`config.mk`:
```
export PLATFORM = sky130hd
export DESIGN_NAME = sd_emmc_raid0_cmd_sched
export DESIGN_NICKNAME = d
export VERILOG_FILES = /design/src/rtl/sd_emmc_raid0_pkg.sv /design/src/rtl/sd_emmc_raid0_arg_map.sv /design/src/rtl/sd_emmc_raid0_cmd_sched.sv
export SDC_FILE = /design/constraint.sdc
export NUM_CORES = 1
export LEC_CHECK = 0
export BUFFER_PORTS_ARGS = -buffer_cell sky130_fd_sc_hd__buf_2
export CORE_AREA = 2 2 215 217
export DETAILED_ROUTE_END_ITERATION = 8
export DIE_AREA = 0 0 217 219
export GPL_TIMING_DRIVEN = 0
export PLACE_DENSITY_LB_ADDON = 0.3
export RECOVER_POWER = 25
export SLEW_MARGIN = 30
export SYNTH_ARGS = -nofsm -noshare
export SYNTH_HDL_FRONTEND = slang
export SYNTH_SLANG_ARGS = --single-unit
```
`constraint.sdc`:
```
create_clock -name sd_clk -period 2.7 [get_ports sd_clk]
set_input_delay 0 -clock sd_clk [delete_from_list [all_inputs] [get_ports sd_clk]]
set_output_delay 0 -clock sd_clk [all_outputs]
set_load 0.01 [all_outputs]
```
`src/rtl/sd_emmc_raid0_pkg.sv`:
```
// Shared encodings for the two-device eMMC RAID0 command scheduler:
// command indices, response types, interrupt bit positions, FSM states.
package sd_emmc_raid0_pkg;

    localparam logic [5:0] CMD_READ_SINGLE  = 6'd17;
    localparam logic [5:0] CMD_READ_MULTI   = 6'd18;
    localparam logic [5:0] CMD_WRITE_SINGLE = 6'd24;
    localparam logic [5:0] CMD_WRITE_MULTI  = 6'd25;

    localparam logic [1:0] RESP_NONE  = 2'b00;
    localparam logic [1:0] RESP_R2    = 2'b01;
    localparam logic [1:0] RESP_SHORT = 2'b10;
    localparam logic [1:0] RESP_R1B   = 2'b11;

    localparam int IS_CC    = 0;
    localparam int IS_EI    = 1;
    localparam int IS_CTE   = 2;
    localparam int IS_CCRCE = 3;
    localparam int IS_CIE   = 4;
    localparam int IS_BTE   = 5;
    localparam int IS_MISM  = 6;

    localparam logic [2:0] ST_IDLE      = 3'd0;
    localparam logic [2:0] ST_ISSUE     = 3'd1;
    localparam logic [2:0] ST_WAIT_RESP = 3'd2;
    localparam logic [2:0] ST_BUSY_WAIT = 3'd3;
    localparam logic [2:0] ST_DONE      = 3'd4;

endpackage

```
`src/rtl/sd_emmc_raid0_arg_map.sv`:
```
// Channel selection and per-device LBA remap for RAID0 striping.
// Even LBAs live on dev0, odd LBAs on dev1, each device sees LBA/2.
module sd_emmc_raid0_arg_map
    import sd_emmc_raid0_pkg::*;
(
    input  logic [5:0]  cmd_index,
    input  logic [31:0] argument,
    output logic [1:0]  active,
    output logic [31:0] arg0,
    output logic [31:0] arg1
);

    logic        single;
    logic        multi;
    logic [32:0] inc;
    logic [31:0] half;
    logic [31:0] half_up;

    assign single  = (cmd_index == CMD_READ_SINGLE) ||
                     (cmd_index == CMD_WRITE_SINGLE);
    assign multi   = (cmd_index == CMD_READ_MULTI) ||
                     (cmd_index == CMD_WRITE_MULTI);
    assign inc     = {1'b0, argument} + 33'd1;
    assign half    = argument >> 1;
    assign half_up = inc[32:1];

    always_comb begin
        active = 2'b11;
        arg0   = argument;
        arg1   = argument;
        unique case (1'b1)
            single: begin
                active = argument[0] ? 2'b10 : 2'b01;
                arg0   = half;
                arg1   = half;
            end
            multi: begin
                arg0 = argument[0] ? half_up : half;
                arg1 = argument[0] ? half : half_up;
            end
            default: ;
        endcase
    end

endmodule

```
`src/rtl/sd_emmc_raid0_cmd_sched.sv`:
```
// Issues one host command to one or both eMMC CMD channels, waits for
// the responses, and merges status and response into a single result.
module sd_emmc_raid0_cmd_sched
    import sd_emmc_raid0_pkg::*;
#(
    parameter int unsigned TO_SHORT = 120,
    parameter int unsigned TO_LONG  = 250,
    parameter int unsigned TO_NONE  = 64,
    parameter int unsigned TO_BUSY  = 2 ** 20
) (
    input  logic         sd_clk,
    input  logic         rst_n,
    input  logic         start_i,
    input  logic         abort_i,
    input  logic [5:0]   cmd_index_i,
    input  logic [31:0]  argument_i,
    input  logic [1:0]   resp_type_i,
    input  logic         crc_chk_i,
    input  logic         idx_chk_i,
    input  logic         int_clr_i,
    output logic         start0_o,
    output logic         start1_o,
    output logic [39:0]  cmd0_o,
    output logic [39:0]  cmd1_o,
    input  logic         finish0_i,
    input  logic         finish1_i,
    input  logic         crc0_ok_i,
    input  logic         crc1_ok_i,
    input  logic         idx0_ok_i,
    input  logic         idx1_ok_i,
    input  logic [119:0] resp0_i,
    input  logic [119:0] resp1_i,
    input  logic         busy0_i,
    input  logic         busy1_i,
    output logic [127:0] response_o,
    output logic [6:0]   int_status_o,
    output logic [1:0]   active_o,
    output logic         busy_o,
    output logic         go_idle_o
);

    // Watchdog counts from 0 in the first cycle of a state, so a limit
    // of N fires in the Nth cycle after the ISSUE cycle.
    localparam logic [20:0] LIM_SHORT = 21'(TO_SHORT - 1);
    localparam logic [20:0] LIM_LONG  = 21'(TO_LONG - 1);
    localparam logic [20:0] LIM_NONE  = 21'(TO_NONE - 1);
    localparam logic [20:0] LIM_BUSY  = 21'(TO_BUSY - 1);

    logic [2:0]   state;
    logic [2:0]   state_nx;
    logic [20:0]  wd;
    logic [20:0]  lim;
    logic [1:0]   active;
    logic [1:0]   got;
    logic [1:0]   got_nx;
    logic [1:0]   fin;
    logic [1:0]   resp_type;
    logic [119:0] r0;
    logic [119:0] r1;
    logic [119:0] sel;
    logic [127:0] merged;
    logic [6:0]   ist;
    logic         all_got;
    logic         busy_any;
    logic         to_hit;
    logic         bto_hit;
    logic         accept;
    logic         mism;
    logic         err;
    logic [1:0]   map_act;
    logic [31:0]  map_a0;
    logic [31:0]  map_a1;

    sd_emmc_raid0_arg_map u_arg_map (
        .cmd_index (cmd_index_i),
        .argument  (argument_i),
        .active    (map_act),
        .arg0      (map_a0),
        .arg1      (map_a1)
    );

    assign accept   = (state == ST_IDLE) && start_i && !abort_i;
    assign fin      = {finish1_i, finish0_i} & active;
    assign got_nx   = got | fin;
    assign all_got  = (got_nx == active);
    assign busy_any = |({busy1_i, busy0_i} & active);
    assign to_hit   = (state == ST_WAIT_RESP) && !all_got && (wd >= lim);
    assign bto_hit  = (state == ST_BUSY_WAIT) && busy_any && (wd >= LIM_BUSY);

    always_comb begin
        unique case (resp_type)
            RESP_NONE: lim = LIM_NONE;
            RESP_R2:   lim = LIM_LONG;
            default:   lim = LIM_SHORT;
        endcase
    end

    always_comb begin
        state_nx = state;
        unique case (state)
            ST_IDLE:      if (start_i) state_nx = ST_ISSUE;
            ST_ISSUE:     state_nx = ST_WAIT_RESP;
            ST_WAIT_RESP: begin
                if (all_got)
                    state_nx = (resp_type == RESP_R1B) ? ST_BUSY_WAIT : ST_DONE;
                else if (to_hit)
                    state_nx = ST_DONE;
            end
            ST_BUSY_WAIT: if (!busy_any || bto_hit) state_nx = ST_DONE;
            ST_DONE:      state_nx = ST_IDLE;
            default:      state_nx = ST_IDLE;
        endcase
        if (abort_i) state_nx = ST_IDLE;
    end

    assign sel  = active[0] ? r0 : r1;
    assign mism = (got == active) && resp_type[1] && (active == 2'b11) &&
                  (r0[119:88] != r1[119:88]);
    assign err  = ist[IS_BTE] | ist[IS_CIE] | ist[IS_CCRCE] |
                  ist[IS_CTE] | mism;

    always_comb begin
        merged = '0;
        unique case (resp_type)
            RESP_R2:              merged = {8'h00, sel};
            RESP_SHORT, RESP_R1B: merged[31:0] = sel[119:88];
            default: ;
        endcase
    end

    always_ff @(posedge sd_clk or negedge rst_n) begin
        if (!rst_n) begin
            state      <= ST_IDLE;
            wd         <= '0;
            active     <= '0;
            got        <= '0;
            resp_type  <= '0;
            r0         <= '0;
            r1         <= '0;
            ist        <= '0;
            cmd0_o     <= '0;
            cmd1_o     <= '0;
            response_o <= '0;
        end else begin
            state <= state_nx;
            wd    <= (state_nx != state) ? '0 : wd + 21'd1;
            if (state == ST_IDLE && int_clr_i) ist <= '0;
            if (accept) begin
                active    <= map_act;
                resp_type <= resp_type_i;
                cmd0_o    <= {2'b01, cmd_index_i, map_a0};
                cmd1_o    <= {2'b01, cmd_index_i, map_a1};
                got       <= '0;
                ist       <= '0;
            end
            if (state == ST_WAIT_RESP && !abort_i) begin
                got <= got_nx;
                if (fin[0]) begin
                    r0 <= resp0_i;
                    if (crc_chk_i && !crc0_ok_i) ist[IS_CCRCE] <= 1'b1;
                    if (idx_chk_i && !idx0_ok_i) ist[IS_CIE] <= 1'b1;
                end
                if (fin[1]) begin
                    r1 <= resp1_i;
                    if (crc_chk_i && !crc1_ok_i) ist[IS_CCRCE] <= 1'b1;
                    if (idx_chk_i && !idx1_ok_i) ist[IS_CIE] <= 1'b1;
                end
                if (to_hit) ist[IS_CTE] <= 1'b1;
            end
            if (bto_hit && !abort_i) ist[IS_BTE] <= 1'b1;
            if (state == ST_DONE && !abort_i) begin
                ist[IS_CC]   <= 1'b1;
                ist[IS_EI]   <= err;
                ist[IS_MISM] <= ist[IS_MISM] | mism;
                response_o   <= (got == active) ? merged : '0;
            end
        end
    end

    assign start0_o     = (state == ST_ISSUE) && active[0];
    assign start1_o     = (state == ST_ISSUE) && active[1];
    assign active_o     = active;
    assign busy_o       = (state != ST_IDLE);
    assign go_idle_o    = abort_i || to_hit || bto_hit;
    assign int_status_o = (state == ST_IDLE && !int_clr_i) ? ist : '0;

endmodule

```
=== Word level (Yosys, flattened, before mapping) ===
Cells that the tools add are included.
Widths: inputs -> output; s select.

* Output and inout bits: 221
* Input port bits: 295
* Logic and storage cells: 119
* Bits in registers: 483

* Equal/unequal tests: 16
* Multiplexer cells: 35
* Add/subtract/negate cells: 2
* Bitwise operators: 8
* $lt $le $gt $ge: 2
* Reduce and logical (&&, ||, !) cells: 43

{| class="wikitable"
|+ Operators by type and width
! cell !! number
|-
| $pmux 32 s2 || 3
|-
| $mux 128 || 1
|-
| $mux 120 || 1
|-
| $mux 88 || 1
|-
| $mux 32 || 2
|-
| $add 32x1->33 const B || 1
|-
| $ne 32x32->1 || 1
|-
| $eq 6x5->1 const B || 4
|-
| $add 21x1->21 const B || 1
|-
| $ge 21x20->1 const B || 1
|-
| $ge 21x21->1 || 1
|-
| $mux 21 || 1
|-
| $mux 3 || 7
|-
| $mux 7 || 3
|-
| $logic_and 1x1->1 || 20
|-
| $pmux 8 s2 || 1
|-
| $mux 2 || 7
|-
| $pmux 3 s4 || 1
|-
| $reduce_bool 3->1 || 3
|-
| $logic_not 1->1 || 8
|-
| $mux 1 || 7
|-
| $eq 2x2->1 const B || 3
|-
| $eq 3x2->1 const B || 2
|-
| $logic_or 1x1->1 || 5
|-
| 13 further kinds || 21
|}

=== Depth between registers and ports, before layout ===
* Depth in word-level cells: 12
* Mapped depth: 11
* Mapped depth without buffers: 9

=== Cells and area by module ===
Synthesis repeated with hierarchy kept, for this count alone.

* Cell total of the unflattened synthesis: 1840
* Area total of the unflattened synthesis: 21852.2 sq um

{| class="wikitable"
|+ By module, submodules not included
! module !! times used !! cells each !! sequential area each (sq um) !! area an instance (sq um)
|-
| sd_emmc_raid0_cmd_sched || 1 || 1509 || 11711.2 || 19961.6
|-
| sd_emmc_raid0_arg_map || 1 || 331 || 0.0 || 1890.6
|}

=== Worst setup path before layout ===
Ideal clock, no wire load.

* Path type: register to register
* Start: reg resp_type[1]
* End: reg wd[10]
* Arrival: 2487 ps
* Clock period less this slack: 2581 ps
* Data required time: 2606 ps
* Cell stages (with the launch flop): 11
* Buffers on the path: 2
* Setup slack: 119 ps
* Setup time: 94 ps
* Path through: dfrtp_1 > clkinv_1 > nand2_1 > clkbuf_1 > ha_1 > a211oi_1 > nand4_1 > a31oi_1 > a31oi_1 > clkbuf_1 > a211oi_1

* Longest elaborated chain between the ends: 10
* Elaborated cells between the ends (all ways): 13
* Those cells by class: 1 x order compare; 3 x eq/ne; 7 x mux; 2 x reduce/logical

{| class="wikitable"
|+ Ends and longest elaborated chain
! what !! RTL line !! source
|-
| from (decl) || sd_emmc_raid0_cmd_sched.sv:57 || <nowiki>logic [1:0] resp_type;</nowiki>
|-
| from (signal assigned) || sd_emmc_raid0_cmd_sched.sv:150 || <nowiki>resp_type <= resp_type_i;</nowiki>
|-
| $eq 2x1->1 or $logic_not 2->1 (tied branches) || sd_emmc_raid0_cmd_sched.sv:91 || <nowiki>unique case (resp_type)</nowiki>
|-
| $pmux 8 s2 || sd_emmc_raid0_cmd_sched.sv:91 ||
|-
| $ge 21x21->1 || sd_emmc_raid0_cmd_sched.sv:87 || <nowiki>assign to_hit = (state == ST_WAIT_RESP) && !all_got && (wd >= lim);</nowiki>
|-
| $logic_and 1x1->1 || sd_emmc_raid0_cmd_sched.sv:87 ||
|-
| $mux 3 || sd_emmc_raid0_cmd_sched.sv:106 || <nowiki>else if (to_hit)</nowiki>
|-
| $mux 3 * || sd_emmc_raid0_cmd_sched.sv:104 || <nowiki>if (all_got)</nowiki>
|-
| $pmux 3 s4 * || sd_emmc_raid0_cmd_sched.sv:100 || <nowiki>unique case (state)</nowiki>
|-
| $mux 3 * || sd_emmc_raid0_cmd_sched.sv:113 || <nowiki>if (abort_i) state_nx = ST_IDLE;</nowiki>
|-
| $ne 3x3->1 * || sd_emmc_raid0_cmd_sched.sv:146 || <nowiki>wd <= (state_nx != state) ? '0 : wd + 21'd1;</nowiki>
|-
| $mux 21 * || sd_emmc_raid0_cmd_sched.sv:146 ||
|-
| to (signal assigned) || sd_emmc_raid0_cmd_sched.sv:146 ||
|-
| to (decl) || sd_emmc_raid0_cmd_sched.sv:51 || <nowiki>logic [20:0] wd;</nowiki>
|}

Every way passes the cells marked *; elsewhere a longest branch is shown, timed or not.
A chain may end at the register's enable or synchronous reset.

=== Worst setup path after layout ===
* Start: reg active[0], in the netlist active_o[0]
* End: out start0_o

* Longest elaborated chain between the ends: 1

{| class="wikitable"
|+ Ends and longest elaborated chain
! what !! RTL line !! source
|-
| from (decl) || sd_emmc_raid0_cmd_sched.sv:53 || <nowiki>logic [1:0] active;</nowiki>
|-
| from (signal assigned) || sd_emmc_raid0_cmd_sched.sv:149 || <nowiki>active <= map_act;</nowiki>
|-
| $logic_and 1x1->1 || sd_emmc_raid0_cmd_sched.sv:180 || <nowiki>assign start0_o = (state == ST_ISSUE) && active[0];</nowiki>
|-
| to (decl) || sd_emmc_raid0_cmd_sched.sv:21 || <nowiki>output logic start0_o,</nowiki>
|}

No other way between the ends.

==> flow_summary.yaml <==
timing:
  fmax_mhz: 389
  hold_violations: 0
  tightest_slew_ps: 1320
  fin_hold_ws_ps: 92.5
  slew_headroom_pct: 12.3
  timing.final.crit_share_pct: 95.3
  period_minus_slack_ps: 2570
  setup_viol_count_final: 0
  drv_slew: 0
  finalSetupTns_ps: 0
  skew_ps: 14.8
  worst_slack_ps: 128
  rsz0062_at_grt: "no"
setup_path:
  path_buf_inv: 5
  required_ps: 2700
  start_kind: "register"
  path_class: "reg2out"
  crit_family: "buffers and inverters"
  cp_slowest_cell: "dfrtp_1"
  cp_max_fo: 10
  endpoint_kind: "output port"
  crit_arrival_ps: 2570
  cpPeakStageDelay_ps: 380
  crit_chain: "buf_2, clkbuf_4, buf_4, buf_4, and3_1, buf_2"
global_routing:
  grt_max_degree: 87
  grt_pass1_vias: 20985
  grt_pass1_wl_um: 125000
  track_usage_pct: 34.7
  gr-total-overflow: 0
  antenna_found_initial: 11
clock_network:
  cts_max_level: 2
  cts.sinks: 468
  cts_root_buf: "clkbuf_16"
  clk_latency_ps: 610
  path_clk_slew_ps: 60
  clockBufferDepth: 3
  numCtsBuffers: 50
  cts_tree: "yes"
synth:
  ys_ff_latch: 468
  synth_common_cells: "dfrtp_1, mux2_2, nand2_1"
  synthArstFlopShare_pct: 100
  avgSynthCellArea_um2: 11.4
  yosysUniqueCellTypes: 81
  synthesis.area_um2: 21900
  synth_largest_area_cell: "dfrtp_1"
  ys_seq_area_share_pct: 53.5
  synth.most_common_cell: "dfrtp_1"
  ys.flop_type: "dfrtp_1"
  syn_inst: 1923
  synth_edf_count: 0
  yosys.area.top_type_share_pct: 53.5
  synth_area_leaders: "dfrtp_1, mux2_2, mux2i_1, nand2_1, o21ai_0"
  yosys_warnings: 0
final_layout:
  finalNonFillerCells: 3437
  final_util_pct: 66.5
  drive_gt1_share_pct: 27.3
  finalInstanceArea_um2: 30000
  num-nets-final: 3085
  area_growth_pct: 36.8
  fillers: 3400
flow_run:
  drv_cap: 0
die:
  rows: 78
  die-height_um: 219
  die_w_um: 217
  ioPinCount: 516
  coreArea_um2: 45100
  dieArea_um2: 47500
  initial_utilization_pct: 48.6
power_and_ir_drop:
  powerDensity_nw_per_um2: 796
  sw_frac_of_total_pct: 31.2
  p_total_mw: 23.8
  p_sw_mw: 7.44
  ir_drop_uv: 775
  intPower_mw: 16.4
  combPwrFrac_pct: 24.4
  seq_power_share_pct: 44.5
  power_frac_clock_pct: 31.1
  power_leakage_nw: 14.0
route:
  vias: 19849
  drc_errors: 0
  ant_nets: 0
  wl_per_cell_um: 24.3
  dr.pass1.iters: 6
  viasPerCell: 5.78
  drt_first_iter_violations: 1839
  wl_um: 83500
hold_path:
  min_path_type: "in2reg"
placement:
  dpl_worst_slack_ps: -1380
  dp.final_hpwl_um: 55600
  gp_congestion: 0.923
  io_buffer_count: 493
  placement.cell_area_um2: 25300
  dp_cells: 3030
status:
  status: "finished, final reports clean"
worst register-to-register path: cells and delay by family, from the launching register on:
family	cells	cell delay (ps)
buffers and inverters	3	810
muxes	1	370
DFF	1	360
and+or+nand+nor	3	880
worst paths after layout:
| kind | from | end | slack [ps] | depth (start not counted) |
|---|---|---|---|---|
| worst min-delay path | finish0_i | state[2]$_DFF_PN0_ | 90 | 6 |
| worst min register to register | ist[0]$_DFFE_PN0P_ | ist[0]$_DFFE_PN0P_ | 480 | 2 |
| max in group asynchronous | rst_n | cmd0_o[10]$_DFFE_PN0P_ | 320 | 4 |
| worst max-delay path | active_o[0]$_DFFE_PN0P_ | start0_o | 130 | 6 |
| worst max register to register | state[0]$_DFF_PN0_ | r0[46]$_DFFE_PN0P_ | 170 | 7 |
| min in group asynchronous | rst_n | cmd1_o[28]$_DFFE_PN0P_ | 790 | 3 |
layer usage:
metal / global-route usage, % / up-vias / wire (um)
li1: - / 8616 / -
met1: 41.2 / 9912 / 31600
met2: 58.7 / 1013 / 40600
met3: 7.64 / 306 / 6490
met4: 19.0 / 2 / 4750
met5: 0 / - / 15
placed cells by master (no fill, tap or decap), drive strengths merged, types with 37 or more instances in the layout:
master / n
mux2: 240
dlygate4sd3: 291
a31oi: 37
nor2: 82
buf: 416
clkbuf: 310
mux2i: 123
xnor2: 52
nand2: 226
o21ai: 162
a21oi: 47
dfrtp: 468
power by group through the flow:
stage	logic (mW)	clock network, mW	registers (mW)
after floorplan	3.44	0	10.2
final	5.82	7.42	10.6
after CTS	5.70	7.42	10.4
after global placement	5.04	0	10.4
after detailed placement	5.25	0	10.5
after global routing	6.26	7.76	10.8
area by class of cell:
| type | count | area (um2) | area share [%] |
|---|---|---|---|
| Timing Repair Buffer | 798 | 5350 | 17.8 |
| Buffer | 155 | 890 | 2.97 |
| Clock buffer | 64 | 1410 | 4.72 |
| Tap cell | 600 | 751 | 2.50 |
| Multi-Input combinational cell | 1292 | 9390 | 31.3 |
| Sequential cell | 468 | 11700 | 39.1 |
| Antenna cell | 16 | 40.0 | 0.134 |
| Inverter | 17 | 68.8 | 0.230 |
| Clock inverter | 27 | 357 | 1.19 |
flip-flops by register name, summed over array words and instances, names as in the netlist:
name / cells
state: 3
cmd1_o: 39
wd: 21
response_o: 120
cmd0_o: 32
ist: 7
resp_type: 2
active_o: 2
got: 2
r0: 120
r1: 120
cells by family (layout without fill, tap and decap cells):
group,count (synthesis),count (layout),share of synthesized area (%)
AOI/OAI and AO/OA,381,381,11.1
xor gates and xnor gates,65,65,2.60
adders and majority gates,8,8,0.457
buffers and inverters,172,1061,4.19
DFF,468,468,53.5
muxes,363,363,18.0
other,1,26,0.0171
and+or+nand+nor,465,465,10.3
repair_timing:
item                                    in CTS  in global routing
pin swaps                                    2                  3
gates resized for setup                     21                 12
endpoints found under the setup margin      26                 41
hold buffers                               292                  0
setup buffers                                2                  6
hold endpoints to repair                   546                  0
(Power assumes the default switching activity.)
